**src/rtl/dmem_port_arbiter.sv**
```systemverilog
// dmem_port_arbiter
//   Shares the single-port data memory between the CPU load/store path and the
//   program loader / DMA engine. Round-robin arbitration, one memory strobe per
//   transaction, fixed memory latency, one-cycle ack pulse per completed access.
// Ports
//   clk, reset_cycle                  clock (rising edge), async active-high reset
//   cpu_req/we/addr/wdata             CPU request, held stable until cpu_ack
//   cpu_ack, cpu_rdata                CPU completion pulse, last CPU read data
//   dma_req/we/addr/wdata             DMA request, same rules as CPU
//   dma_ack, dma_rdata                DMA completion pulse, last DMA read data
//   mem_en, mem_we, mem_addr,
//   mem_wdata, mem_rdata              memory array interface
//   grant_cpu, grant_dma              current owner (ACCESS..DONE)
//   busy                              transaction in progress
module dmem_port_arbiter #(
  parameter int unsigned AW      = 8,
  parameter int unsigned DW      = 8,
  parameter int unsigned MEM_LAT = 1   // legal range 1..15
) (
  input  logic          clk,
  input  logic          reset_cycle,
  input  logic          cpu_req,
  input  logic          cpu_we,
  input  logic [AW-1:0] cpu_addr,
  input  logic [DW-1:0] cpu_wdata,
  output logic          cpu_ack,
  output logic [DW-1:0] cpu_rdata,
  input  logic          dma_req,
  input  logic          dma_we,
  input  logic [AW-1:0] dma_addr,
  input  logic [DW-1:0] dma_wdata,
  output logic          dma_ack,
  output logic [DW-1:0] dma_rdata,
  output logic          mem_en,
  output logic          mem_we,
  output logic [AW-1:0] mem_addr,
  output logic [DW-1:0] mem_wdata,
  input  logic [DW-1:0] mem_rdata,
  output logic          grant_cpu,
  output logic          grant_dma,
  output logic          busy
);

  typedef enum logic [1:0] {StIdle, StAccess, StWait, StDone} state_e;

  localparam logic [3:0] LatInit = 4'(MEM_LAT - 1);

  state_e        state_q, state_d;
  logic          last_dma_q, last_dma_d;   // 1: DMA won the previous arbitration
  logic          grant_cpu_q, grant_cpu_d;
  logic          grant_dma_q, grant_dma_d;
  logic          mem_we_q, mem_we_d;
  logic [AW-1:0] mem_addr_q, mem_addr_d;
  logic [DW-1:0] mem_wdata_q, mem_wdata_d;
  logic [3:0]    lat_cnt_q, lat_cnt_d;
  logic [DW-1:0] cpu_rdata_q, cpu_rdata_d;
  logic [DW-1:0] dma_rdata_q, dma_rdata_d;
  logic          pick_dma;

  // With both requesting, the port that did not win last time goes next.
  assign pick_dma = dma_req & (~cpu_req | ~last_dma_q);

  always_comb begin
    state_d     = state_q;
    last_dma_d  = last_dma_q;
    grant_cpu_d = grant_cpu_q;
    grant_dma_d = grant_dma_q;
    mem_we_d    = mem_we_q;
    mem_addr_d  = mem_addr_q;
    mem_wdata_d = mem_wdata_q;
    lat_cnt_d   = lat_cnt_q;
    cpu_rdata_d = cpu_rdata_q;
    dma_rdata_d = dma_rdata_q;
    unique case (state_q)
      StIdle: begin
        if (cpu_req || dma_req) begin
          state_d     = StAccess;
          last_dma_d  = pick_dma;
          grant_dma_d = pick_dma;
          grant_cpu_d = ~pick_dma;
          mem_we_d    = pick_dma ? dma_we    : cpu_we;
          mem_addr_d  = pick_dma ? dma_addr  : cpu_addr;
          mem_wdata_d = pick_dma ? dma_wdata : cpu_wdata;
        end
      end
      StAccess: begin
        lat_cnt_d = LatInit;
        state_d   = StWait;
      end
      StWait: begin
        if (lat_cnt_q == 4'd0) begin
          if (!mem_we_q) begin
            if (grant_cpu_q) cpu_rdata_d = mem_rdata;
            if (grant_dma_q) dma_rdata_d = mem_rdata;
          end
          state_d = StDone;
        end else begin
          lat_cnt_d = lat_cnt_q - 4'd1;
        end
      end
      StDone: begin
        grant_cpu_d = 1'b0;
        grant_dma_d = 1'b0;
        state_d     = StIdle;
      end
      default: state_d = StIdle;
    endcase
  end

  always_ff @(posedge clk or posedge reset_cycle) begin
    if (reset_cycle) begin
      state_q     <= StIdle;
      last_dma_q  <= 1'b1;
      grant_cpu_q <= 1'b0;
      grant_dma_q <= 1'b0;
      mem_we_q    <= 1'b0;
      mem_addr_q  <= '0;
      mem_wdata_q <= '0;
      lat_cnt_q   <= 4'd0;
      cpu_rdata_q <= '0;
      dma_rdata_q <= '0;
    end else begin
      state_q     <= state_d;
      last_dma_q  <= last_dma_d;
      grant_cpu_q <= grant_cpu_d;
      grant_dma_q <= grant_dma_d;
      mem_we_q    <= mem_we_d;
      mem_addr_q  <= mem_addr_d;
      mem_wdata_q <= mem_wdata_d;
      lat_cnt_q   <= lat_cnt_d;
      cpu_rdata_q <= cpu_rdata_d;
      dma_rdata_q <= dma_rdata_d;
    end
  end

  // Strobes and acks decode from state so an async reset drops them at once.
  assign mem_en    = (state_q == StAccess);
  assign mem_we    = mem_en & mem_we_q;
  assign mem_addr  = mem_addr_q;
  assign mem_wdata = mem_wdata_q;
  assign cpu_ack   = (state_q == StDone) & grant_cpu_q;
  assign dma_ack   = (state_q == StDone) & grant_dma_q;
  assign cpu_rdata = cpu_rdata_q;
  assign dma_rdata = dma_rdata_q;
  assign grant_cpu = grant_cpu_q;
  assign grant_dma = grant_dma_q;
  assign busy      = (state_q != StIdle);

endmodule

```
**config.mk**
```make
export PLATFORM = sky130hd
export DESIGN_NAME = dmem_port_arbiter
export DESIGN_NICKNAME = d
export VERILOG_FILES = /design/src/rtl/dmem_port_arbiter.sv
export SDC_FILE = /design/constraint.sdc
export NUM_CORES = 1
export LEC_CHECK = 0
export CORE_UTILIZATION = 42
export CTS_CLUSTER_DIAMETER = 150
export DETAILED_ROUTE_END_ITERATION = 8
export PLACE_DENSITY = 0.85
export SYNTH_ARGS = -nofsm -noshare
export SYNTH_HDL_FRONTEND = slang
export SYNTH_SLANG_ARGS = --single-unit
```
**constraint.sdc**
```tcl
create_clock -name clk -period 2.3 [get_ports clk]
set_clock_uncertainty 0.15 [all_clocks]
set_input_delay 0.23 -clock clk [delete_from_list [all_inputs] [get_ports clk]]
set_output_delay 0.23 -clock clk [all_outputs]
set_load 0.05 [all_outputs]
```
# [Word-level counts from Yosys, hierarchy flattened]
# Cells that the tools add are included.
[word_totals] word_cells=50 reg_bits=42 output_inout_bits=39 input_bits=46
[classes] n_addsub=1 n_eq_ne=6 n_bitwise=9 mux=12 reduce_logical=12
[ops] op="8-bit two-way mux" n=2
[ops] op="2-bit case mux with 4 select lines" n=1
[ops] op="4-bit case mux with 2 select lines" n=1
[ops] op="2-bit AND reduction" n=4
[ops] op="4-bit AND reduction" n=2
[ops] op="2-bit != test, second input constant" n=3
[ops] op="2-bit nonzero test" n=3
[ops] op="1-bit bitwise AND" n=4
[ops] op="2-bit equality test, second input constant" n=2
[ops] op="4-bit zero test" n=1
[ops] op="2-bit two-way mux" n=2
[ops] op="4-bit two-way mux" n=1
[ops] op="1-bit NOT" n=4
[ops] op="1-bit case mux with 2 select lines" n=2
[ops] op="4-bit by 1-bit subtractor with 4-bit output, second input constant" n=1
[ops] op="1-bit two-way mux" n=3
[ops] op="2-bit by 1-bit equality test with 1-bit output, second input constant" n=1
[ops] op="2-bit zero test" n=1
[ops] op="1-bit logical OR" n=1
[ops] op="1-bit OR" n=1

# [Longest topological paths before layout]
[depth] word_depth=6 depth_mapped=6 ltp_nobuf=5

# [Least setup slack after synthesis]
# OpenSTA, ideal clock, no wires.
[synth_path] kind="register to output" from="reg state_q[1]" to="out mem_we" path_buffers=0 setup_slack_ps=440 t_required_ps=1920 path_stages_with_launch=4 t_arrival_ps=1480 path_cell_list="dfrtp_1 -> inv_1 -> ha_1 -> and2_1"
[synth_via] elab_chain_cells=2
[synth_lines] element="from (decl)" line="48" source="state_e state_q, state_d;"
[synth_lines] element="from (signal assigned)" line="112" source="state_q <= StIdle;"
[synth_lines] element="from (signal assigned)" line="123" source="state_q <= state_d;"
[synth_lines] element="2-bit by 1-bit equality test with 1-bit output" line="137" source="assign mem_en = (state_q == StAccess);"
[synth_lines] element="named net mem_en" line="34" source="output logic mem_en,"
[synth_lines] element="1-bit bitwise AND" line="138" source="assign mem_we = mem_en & mem_we_q;"
[synth_lines] element="to (decl)" line="35" source="output logic mem_we,"
# The timed path passes the listed nets, and every way through them passes these cells.

# [Worst setup path in the final report]
[layout_path] from="reg state_q[1]" to="out mem_en"
[layout_via] elab_chain_cells=1
[layout_lines] element="2-bit by 1-bit equality test with 1-bit output" line="137"
[layout_lines] element="to (decl)" line="34"
# Every way passes these cells.

==> key figures <==
Timing
  – Fmax: 449 MHz
  – Minimum clock period: 2230 ps
  – Max_slew headroom: between 40% and 50%
  – Final Hold Viols: 0
  – RSZ-0062 raised after global routing: no
  – Max-slew violation count: 0
  – TNS Setup: 0 ps
  – Tcrit/Tclk final: 96.9%
  – Final setup margin: 70.4 ps
  – Final setup viols: 0
  – Worst-Margin Slew: between 700 and 800 ps

Floorplanning
  – I/O pins: 85
  – Initial core utilization: 44.2%
  – Die Ht: approximately 70 um
  – FP Rows: 24
  – Core ar.: 4410 um2
  – Die Wd: 70.2 um
  – Die area: 4920 um2

Power
  – Maximum vdd ir drop: about 680 uV
  – PwrDens: 1480 nW/um2
  – Leakage: approximately 1.3 nW

Synthesis
  – FF+latch count, synth: 42
  – Synth Area in Compound Gates: 10.0%
  – Post-Syn Instances: approximately 160
  – Post-Syn Area per Cell: 12.3 um2
  – Post-Syn Area: roughly 2000 um2
  – Yosys top cell by area: dfrtp_1
  – Simple-gate share of the synthesized area: 9.17%
  – Post-synthesis mux area share: 20.3%
  – Post-Syn Nets: 210
  – Warnings, synthesis: 0
  – Top cells by area, synth: dfrtp_1 (53%), mux2i_1 (10%), mux2_2 (9.2%)
  – Largest family of logic cells by synthesized area: multiplexers
  – Sequential fraction of the synthesis area: 53.9%
  – Xor/xnor share of the synthesized area: 0%
  – Yosys top cell area share: 52.6%
  – Adder-Cell Fraction of Synth Area: 3.21%
  – Synth cell types: 30

GRT
  – GR Overflow Total: 0
  – First-pass GRT wire length: ~7000 um
  – Initial antenna violation count: 0
  – Largest net degree at the start of global routing: 35
  – Gr usage total: 18.3%
  – Vias in the first global route: approximately 1500

Worst setup path
  – Required @ worst endpoint: 1920 ps
  – Worst Setup Path Type: flip-flop to output port
  – Critical path endpoint category: output port
  – CP Max Fanout: 5
  – Critical path arrival: 1850 ps
  – CP startpoint kind: flip-flop

Clock tree
  – Clk buf depth: 2
  – Skew-Pair Late Insertion Delay: between 200 and 300 ps
  – CTS root buf: clkbuf_8
  – Clock Sinks: 42
  – Cts hold-fix bufs: 0
  – H-tree depth: 2
  – Clock Pin Slew Worst Setup and Hold Paths: 70 ps
  – Cts bufs inserted: 5
  – CTS tree: built

Final layout
  – Commonest cells after routing, fill and taps aside: clkdlybuf4s50_1 (81), dfrtp_1 (41), nand2_1 (20), mux2i_1 (20), o21ai_0 (18)
  – Post-route cell area: 2930 um2
  – Layout cells sized above 1: 14.6%
  – Commonest non-fill, non-tap cell in the layout: clkdlybuf4s50_1
  – Filler cells: 360
  – Area of the multi-input gates: 836 um2
  – P&R area growth vs syn: 49.9%
  – Register Area: between 1000 and 1500 um2
  – Antenna Cells: 0
  – Nets: 298

Placement
  – Dpl cell area: 2850 um2
  – Gp weighted congestion: 0.781
  – Dpl hpwl: 3160 um
  – PortBufs: 84
  – Dpl ws: 335 ps

Worst hold path
  – Worst min-delay path class: input pin to async pin

Drt
  – Metal2 WL: 2030 um
  – Detailed Route Iter0 Violations: 45
  – Routed WL: between 4000 and 5000 um
  – Highest Signal Layer: met4
  – WL met1: about 1700 um
  – Wire per inst: ~14 um
  – Via count: between 1500 and 2000
  – WL met3: roughly 360 um
  – Routed Antenna Nets: 0
  – Pre-Repair DR Iteration Count: 4
  – Via-to-Cell Ratio: 5.04
  – DRC: 0

Run
  – Max Cap Violations: 0

Outcome
  – Status: finished clean
-- cells in the mapped netlist, drive strengths merged --
master / count
mux2i: 20
o22a: 1
or3b: 2
ha: 5
dfrtp: 41
nand3: 2
o21ai: 20
a31oi: 1
nand2: 20
and3b: 1
and2: 3
a21oi: 1
clkbuf: 3
nand2b: 2
dfstp: 1
a32o: 1
o2bb2ai: 1
mux2: 17
nor2: 2
buf: 3
a22o: 2
a21boi: 2
inv: 6
or4: 1
o31ai: 1
-- critical path, stage by stage (launching register included) --
cell             delay, ps
dfrtp_1                420
inv_1                   90
ha_1                   220
clkdlybuf4s50_1        840
-- per-layer routing --
layer | up-vias | GRT usage (%)
met5 | - | 0
met4 | 0 | 7.11
met3 | 2 | 7.79
met2 | 62 | 29.8
met1 | 710 | 21.3
li1 | 732 | -
-- path summary, 6_finish.rpt --
kind	to	slack, ps	cells past startpoint	startpoint
setup / recovery	mem_en	70	3	state_q[1]$_DFFE_PP0P_
hold / removal	dma_rdata[7]$_DFFE_PP0P_	160	2	reset_cycle
setup reg to reg	cpu_rdata[4]$_DFFE_PP0P_	300	5	state_q[0]$_DFFE_PP0P_
hold reg to reg	mem_wdata[6]$_DFFE_PP0P_	330	2	mem_wdata[6]$_DFFE_PP0P_
max in group asynchronous	last_dma_q$_DFFE_PP1P_	1250	3	reset_cycle
min in group clk	mem_wdata[6]$_DFFE_PP0P_	330	2	mem_wdata[6]$_DFFE_PP0P_
-- logic make-up after synthesis --
| kind of cell | count (synthesis) |
|---|---|
| DFF | 42 |
| muxes | 37 |
| and+or+nand+nor | 33 |
| AOI/OAI and AO/OA | 30 |
| buffers and inverters | 12 |
| adders and majority gates | 5 |
-- state kept, by name (all words and copies together), names as in the netlist --
| signal | flops |
|---|---|
| last_dma_q | 1 |
| mem_wdata | 8 |
| lat_cnt_q | 4 |
| mem_we_q | 1 |
| grant_dma | 1 |
| grant_cpu | 1 |
| mem_addr | 8 |
| dma_rdata | 8 |
| cpu_rdata | 8 |
| state_q | 2 |
-- report_power, final --
| group | internal [mW] | switching (mW) |
|---|---|---|
| registers | 1.08 | 0.195 |
| logic | 0.959 | 1.68 |
| clock network | 0.209 | 0.222 |
-- what timing repair did --
action | 4_1_cts | 5_1_grt
endpoints found under the setup margin | 0 | 1
setup buffers | 0 | 0
resized for setup | 0 | 1
-- per-stage QoR --
stage | total power, mW | hold slack, ps | std cells | util (%)
finish | 4.34 | 158 | 299 | 66.3
global route | 4.59 | 198 | 299 | 66.3
CTS | 4.39 | 164 | 299 | 66.2
detailed placement | 3.94 | 320 | 292 | 64.5
global placement | 3.89 | 311 | 292 | 64.5
floorplan | 3.07 | 150 | 159 | -
-- area by class of cell --
| class | count | area share (%) |
|---|---|---|
| Tap cell | 52 | 2.22 |
| Timing Repair Buffer | 87 | 29.9 |
| Inverter | 6 | 0.770 |
| Sequential cell | 42 | 36.0 |
| Clock buffer | 7 | 2.61 |
| Multi-Input combinational cell | 105 | 28.6 |
No activity file was read; power rests on OpenSTA's default activity.
